## config.mk

```make
export PLATFORM = sky130hd
export DESIGN_NAME = mealy_seq_detector
export DESIGN_NICKNAME = d
export VERILOG_FILES = /design/src/rtl/mealy_seq_pkg.sv /design/src/rtl/sat_counter.sv /design/src/rtl/mealy_seq_detector.sv
export SDC_FILE = /design/constraint.sdc
export NUM_CORES = 1
export LEC_CHECK = 0
export ABC_AREA = 1
export ABC_CLOCK_PERIOD_IN_PS = 1200
export CAP_MARGIN = 20
export CORE_MARGIN = 4
export CORE_UTILIZATION = 43
export DETAILED_ROUTE_END_ITERATION = 7
export PLACE_DENSITY = 0.85
export SLEW_MARGIN = 5
export SYNTH_ARGS = -nofsm -noshare
export SYNTH_HDL_FRONTEND = slang
export SYNTH_SLANG_ARGS = --single-unit
```

## constraint.sdc

```tcl
create_clock -name clock -period 1.2 [get_ports clock]
set_input_delay 0.24 -clock clock [delete_from_list [all_inputs] [get_ports clock]]
set_output_delay 0.24 -clock clock [all_outputs]
set_load 0.01 [all_outputs]
```

## src/rtl/mealy_seq_pkg.sv

```systemverilog
// mealy_seq_pkg: shared parameter limits and sizing helper for the sequence detector
package mealy_seq_pkg;
    localparam int W_MIN = 2;
    localparam int W_MAX = 16;
    localparam int CNT_W_MIN = 1;
    localparam int CNT_W_MAX = 32;
    function automatic int fill_w(input int w);
        return $clog2(w);
    endfunction
endpackage

```

## src/rtl/sat_counter.sv

```systemverilog
// sat_counter: saturating up-counter with sticky all-ones flag and synchronous clear
module sat_counter
    import mealy_seq_pkg::*;
#(
    parameter int CNT_W = 8
) (
    input  logic             clock,
    input  logic             reset,
    input  logic             clr,
    input  logic             inc,
    output logic [CNT_W-1:0] count,
    output logic             sat
);
    logic [CNT_W-1:0] nxt;
    assign nxt = count + 1'b1;
    always_ff @(posedge clock or negedge reset)
        if (!reset) begin
            count <= '0;
            sat   <= 1'b0;
        end else if (clr) begin
            count <= '0;
            sat   <= 1'b0;
        end else if (inc && !(&count)) begin
            count <= nxt;
            sat   <= sat | (&nxt);
        end
endmodule

```

## src/rtl/mealy_seq_detector.sv

```systemverilog
// mealy_seq_detector: loadable-pattern serial detector with zero-latency Mealy match output
module mealy_seq_detector
    import mealy_seq_pkg::*;
#(
    parameter int           W           = 2,
    parameter int           CNT_W       = 8,
    parameter logic [W-1:0] DEF_PATTERN = '0
) (
    input  logic             clock,
    input  logic             reset,
    input  logic             x_in,
    input  logic             x_valid,
    input  logic             overlap,
    input  logic             cfg_load,
    input  logic [W-1:0]     pattern_in,
    output logic             y_out,
    output logic [CNT_W-1:0] match_count,
    output logic             match_sat
);
    localparam int FW = fill_w(W);
    localparam logic [FW-1:0] FILL_MAX = FW'(W - 1);
    if (W < W_MIN || W > W_MAX) begin : g_bad_w
        $error("mealy_seq_detector: W must be in 2..16");
    end
    if (CNT_W < CNT_W_MIN || CNT_W > CNT_W_MAX) begin : g_bad_cnt_w
        $error("mealy_seq_detector: CNT_W out of range");
    end
    logic [W-1:0]  pat_q;
    logic [W-2:0]  hist;
    logic [FW-1:0] fill;
    logic [FW-1:0] fill_d;
    logic [W-1:0]  win;
    // win is the candidate W-bit window with the live bit appended as newest
    always_comb begin
        win    = {hist, x_in};
        y_out  = x_valid & ~cfg_load & (fill == FILL_MAX) & (win == pat_q);
        fill_d = (y_out & ~overlap) ? '0 : (fill == FILL_MAX) ? fill : fill + 1'b1;
    end
    always_ff @(posedge clock or negedge reset)
        if (!reset) begin
            pat_q <= DEF_PATTERN;
            hist  <= '0;
            fill  <= '0;
        end else if (cfg_load) begin
            pat_q <= pattern_in;
            hist  <= '0;
            fill  <= '0;
        end else if (x_valid) begin
            hist <= win[W-2:0];
            fill <= fill_d;
        end
    sat_counter #(.CNT_W(CNT_W)) u_cnt (
        .clock(clock),
        .reset(reset),
        .clr  (cfg_load),
        .inc  (y_out),
        .count(match_count),
        .sat  (match_sat)
    );
endmodule

```

**After elaboration in Yosys (flattened, before gate mapping)**

Cells that the tools add are included.

- Bits of input ports: 8
- Logic and storage cells: 31
- Register bits after elaboration: 13
- Output and inout bits: 10

- Bitwise operators: 7
- $add $sub $neg: 2
- Reductions and logical operators: 6
- Equal/unequal tests: 1
- Multiplexer cells: 10

Operators with widths:

| cell | number |
|---|---|
| $mux W8 | 2 |
| $reduce_and A8 Y1 | 2 |
| $add A8 B1 Y8 const B | 1 |
| $mux W1 | 8 |
| $and A1 B1 Y1 | 4 |
| $reduce_bool A2 Y1 | 2 |
| $eq A2 B2 Y1 | 1 |
| $not A1 Y1 | 2 |
| $add A1 B1 Y1 const B | 1 |
| $logic_and A1 B1 Y1 | 1 |
| $logic_not A1 Y1 | 1 |
| $or A1 B1 Y1 | 1 |

**Longest topological paths before layout**

- Word-level depth: 8
- Depth in mapped cells: 9
- Mapped depth without buffers: 9

**By module**

Synthesis repeated with hierarchy kept, for this count alone.

- Cells, all modules: 109
- Area total of the unflattened synthesis: 810.8 um^2

Modules (own cells, without submodules):

| module | instances | area an instance (um^2) | cells an instance | seq. area each (um^2) |
|---|---|---|---|---|
| sat_counter | 1 | 585.6 | 77 | 225.2 |
| mealy_seq_detector | 1 | 225.2 | 32 | 100.1 |

**Worst setup path before layout**

No wires, ideal clock.

- Path type: reg-to-reg
- Start: register u_cnt.count[0]
- End: register u_cnt.count[0]
- Data required time: 1.072 ns
- Arrival: 1.257 ns
- Buffers on the path: 1
- Stages on the path, launching flop included: 9
- Clock period less this slack: 1.385 ns
- Setup time: 0.128 ns
- Path slack: -0.185 ns
- Cells stage by stage: dfrtp_1 > ha_1 > nand3_1 > clkinv_1 > nand2_1 > nand3_2 > buf_6 > nand3_1 > o21ai_1

- Word-level cells in the longest chain between the ends: 4
- Elaborated cells between the ends (all ways): 7
- Classes of those cells: add/sub: 1; mux: 2; reduce/logical: 4

Ends and longest elaborated chain:

| element | line | RTL |
|---|---|---|
| from (decl) | sat_counter.sv:11 | `output logic [CNT_W-1:0] count,` |
| from (signal assigned) | sat_counter.sv:24 | `count <= nxt;` |
| branches (longest 4 deep; another with $add A8 B1 Y8) | n/a |  |

Several ways; the timed one is not identified. The select of a mux whose other input is x is not followed.
A chain may end at the register's enable or synchronous reset.

**Worst setup path after layout**

- Start: register pat_q[1]
- End: output port y_out

- Word-level cells in the longest chain between the ends: 2

Ends and longest elaborated chain:

| element | line | RTL |
|---|---|---|
| from (decl) | mealy_seq_detector.sv:28 | `logic [W-1:0] pat_q;` |
| from (signal assigned) | mealy_seq_detector.sv:45 | `pat_q <= pattern_in;` |
| $eq A2 B2 Y1 | mealy_seq_detector.sv:36 | `y_out = x_valid & ~cfg_load & (fill == FILL_MAX) & (win == pat_q);` |
| $and A1 B1 Y1 | mealy_seq_detector.sv:36 |  |
| to (decl) | mealy_seq_detector.sv:16 | `output logic y_out,` |

No other way between the ends.

==> impl_results.md <==
- Post-synth net total: 112
- Routed Antenna Nets: 0
- RR Startpoint: pat_q[1]
- WS Path Type: reg -> out
- Core area: 1590 µm²
- Critical path's top delay family: flip-flops
- Pin count of the biggest net entering global routing: 14
- # hold bufs at CTS: 0
- Synth top area share: a little over two fifths
- Slew Viols, Final: 0
- Setup Skew: about 0.012 ns
- Yosys reg bits: 13
- Outcome: finished, violations left
- Post-synth cell types: 18
- Initial detailed-routing violation count: 57
- Dpl ws: -0.708 ns
- IO Count: 18
- ANT cells: 0
- Root Buffer: clkbuf_4
- R2R depth: 6
- Area grow syn2layout: 91.8%
- Routed WL: between 3 and 4 mm
- RR Endpoint: u_cnt.count[0]
- Initial DRT Pass Iterations: 4
- Final Cell Area: 1460 µm²
- Vias in the first global route: about 930
- Synth Instances: 102
- F_max: between 600 and 700 MHz
- Peak supply drop: between 900 and 1000 µV
- Post-layout minimum cycle time: about 1.5 ns
- Critical path required time: approximately 0.96 ns
- CTS tree: done
- Power per cell area: ~630 nW/µm²
- Grt total ovfl: 0
- Setup Viol. Count Final: 13
- Vias/cell: ~5.6
- Hold crit path type: in -> async
- Failing checks: negative setup slack
- Post-synth EDFFs: 0
- Area of the die: 2500 µm²
- Leakage: just under 0.7 nW
- Cell row count: 14
- Mean post-synth cell area: ~7.4 µm²
- WP data arrival: about 1.3 ns
- Area of the mapped netlist: around 760 µm²
- Die H: 50.0 µm
- DR vias: 1000
- Maximum fanout along the worst path: 2
- Final WS setup: -0.337 ns
- Sum of negative setup slack: -2.37 ns
- Fin crit share: 128%
- Seq/Total Area, Yosys: 42.8%
- Largest cells by area after synthesis: dfrtp_1 43%, nand2_1 17%, nand3_1 6.6%, inv_1 6.4%, o22ai_1 5.8%
- Initial core utilization: 47.6%
- Final core utilization: roughly nine tenths
- CP Buf/Inv Count: 2
- Share of cells above drive strength 1: between 50% and 60%
- Slowest stage delay, CP: 0.43 ns
- Synth async-reset ratio: between 90% and 100%
- WL/cell: around 19 µm
- Die Width: 50.0 µm
- Max Cap Viol: 0
- Main synth FF type: dfrtp_1
- Antenna violations before repair: 0
- Reg2Reg Setup Slack: -0.26 ns
- DRC Markers: 0
- Slowest CP cell: dfrtp_1
- H-tree levels: 1
- CTS max path bufs: 2
- Slew headroom: about 85%
- Port Buffer Count: 17
- TritonCTS Sinks: 13
- Crit path cell chain: xnor2_2 -> nand2_2 -> inv_1 -> buf_2
- Worst-Skew Late Latency: ~0.3 ns
- Final net count: ~170
- Endpoints failing hold: 0
- Post-Place Cell Area: about 1100 µm²
- RSZ-0062 raised after global routing: true
- Critical Path Start Type: flop
- Worst Tran Pin Value: 0.227 ns
- Post-DP HPWL: 1.48 mm
- Critical Path End Type: output pin
- Num CTS Buffers: 3
- Gr usage total: between 20% and 30%
- Global-route wire length before repair: between 4 and 5 mm
- Largest area contributor in the netlist: dfrtp_1
- GPL Wtd Cong: between 0.8 and 0.9
- Yosys warning total: 0
- Clock slew at reported path FFs: 0.09 ns
==> worst register-to-register path, delay by kind of cell (launching register included) <==
family | cells | cell delay [ns]
DFF | 1 | 0.43
buffers and inverters | 2 | 0.36
xor gates and xnor gates | 1 | 0.25
and+or+nand+nor | 2 | 0.22
AOI/OAI and AO/OA | 1 | 0.08
==> where the power goes <==
part           switching [mW]  internal (mW)
Combinational          0.0839         0.0822
Clock                   0.165          0.124
Sequential             0.0135          0.450
==> routing by layer <==
metal  global-route usage, %  vias to the layer above  wire [µm]  part of all wire, %
li1                        -                      435          -                    -
met1                    27.0                      476       1300                   38
met2                    38.0                       69       1650                   48
met3                    6.63                       20        312                  9.1
met4                    6.45                        0        164                  4.8
met5                       0                        -          0                    0
==> kinds of logic after synthesis <==
kind of cell	synth area share, %
adder cells (fa/ha/maj)	3.29
AND/OR/NAND/NOR	35.1
AO/OA/AOI/OAI	8.40
flip-flops	42.8
buffers and inverters	9.23
XOR/XNOR	1.15
==> placed cells by master, fill, tap and decap left out, types with 4 or more instances in the layout <==
master and n:
nand2_2 6, nor2_2 4, buf_4 25, nor2_4 7
dlygate4sd2_1 4, nand2_1 25, nand3_2 8, buf_6 12
o22ai_2 5, clkdlybuf4s50_1 4, inv_1 12, dfrtp_1 10
==> cell usage after synthesis (2+ instances only) <==
master,n
nor2_1,10
o21ai_1,2
o21ai_0,2
ha_1,2
dfrtp_1,13
inv_1,13
nand3_1,10
o22ai_1,7
nand2_1,34
==> metrics by stage <==
step | power (mW) | cells | hold WS, ns
floorplan | 0.515 | 102 | -0.0556
global placement | 0.590 | 161 | 0.467
detailed placement | 0.595 | 161 | 0.470
CTS | 0.890 | 174 | 0.246
global route | 0.959 | 180 | 0.241
finish | 0.919 | 180 | 0.237
==> worst max-delay path by stage <==
stage	from	to	slack, ns	cells after the start
after CTS	hist	y_out	-0.22	4
after global placement	x_in	y_out	-0.68	8
after detailed placement	x_in	y_out	-0.71	8
after floorplan	u_cnt.count[1]	u_cnt.count[0]	-0.06	8
final	pat_q[1]	y_out	-0.34	4
after global routing	pat_q[1]	y_out	-0.38	4
==> area by class of cell <==
cell class / instances / area, µm²
Sequential cell: 13 / 329
Timing Repair Buffer: 51 / 443
Tap cell: 24 / 30.0
Fill cell: 61 / 138
Clock buffer: 3 / 22.5
Inverter: 15 / 61.3
Clock inverter: 1 / 5.00
Multi-Input combinational cell: 73 / 566
==> sequential cells by signal, summed over array words and instances (netlist names) <==
| register | cells |
|---|---|
| fill | 1 |
| u_cnt.sat | 1 |
| u_cnt.count | 8 |
| pat_q | 2 |
| hist | 1 |
==> timing repair <==
item / 4_1_cts / 5_1_grt
pin swaps: 5 / 17
gates resized for setup: 50 / 39
buffers inserted: 9 / 8
setup endpoints to repair: 18 / 17
Power figures use the tool's default switching activity.
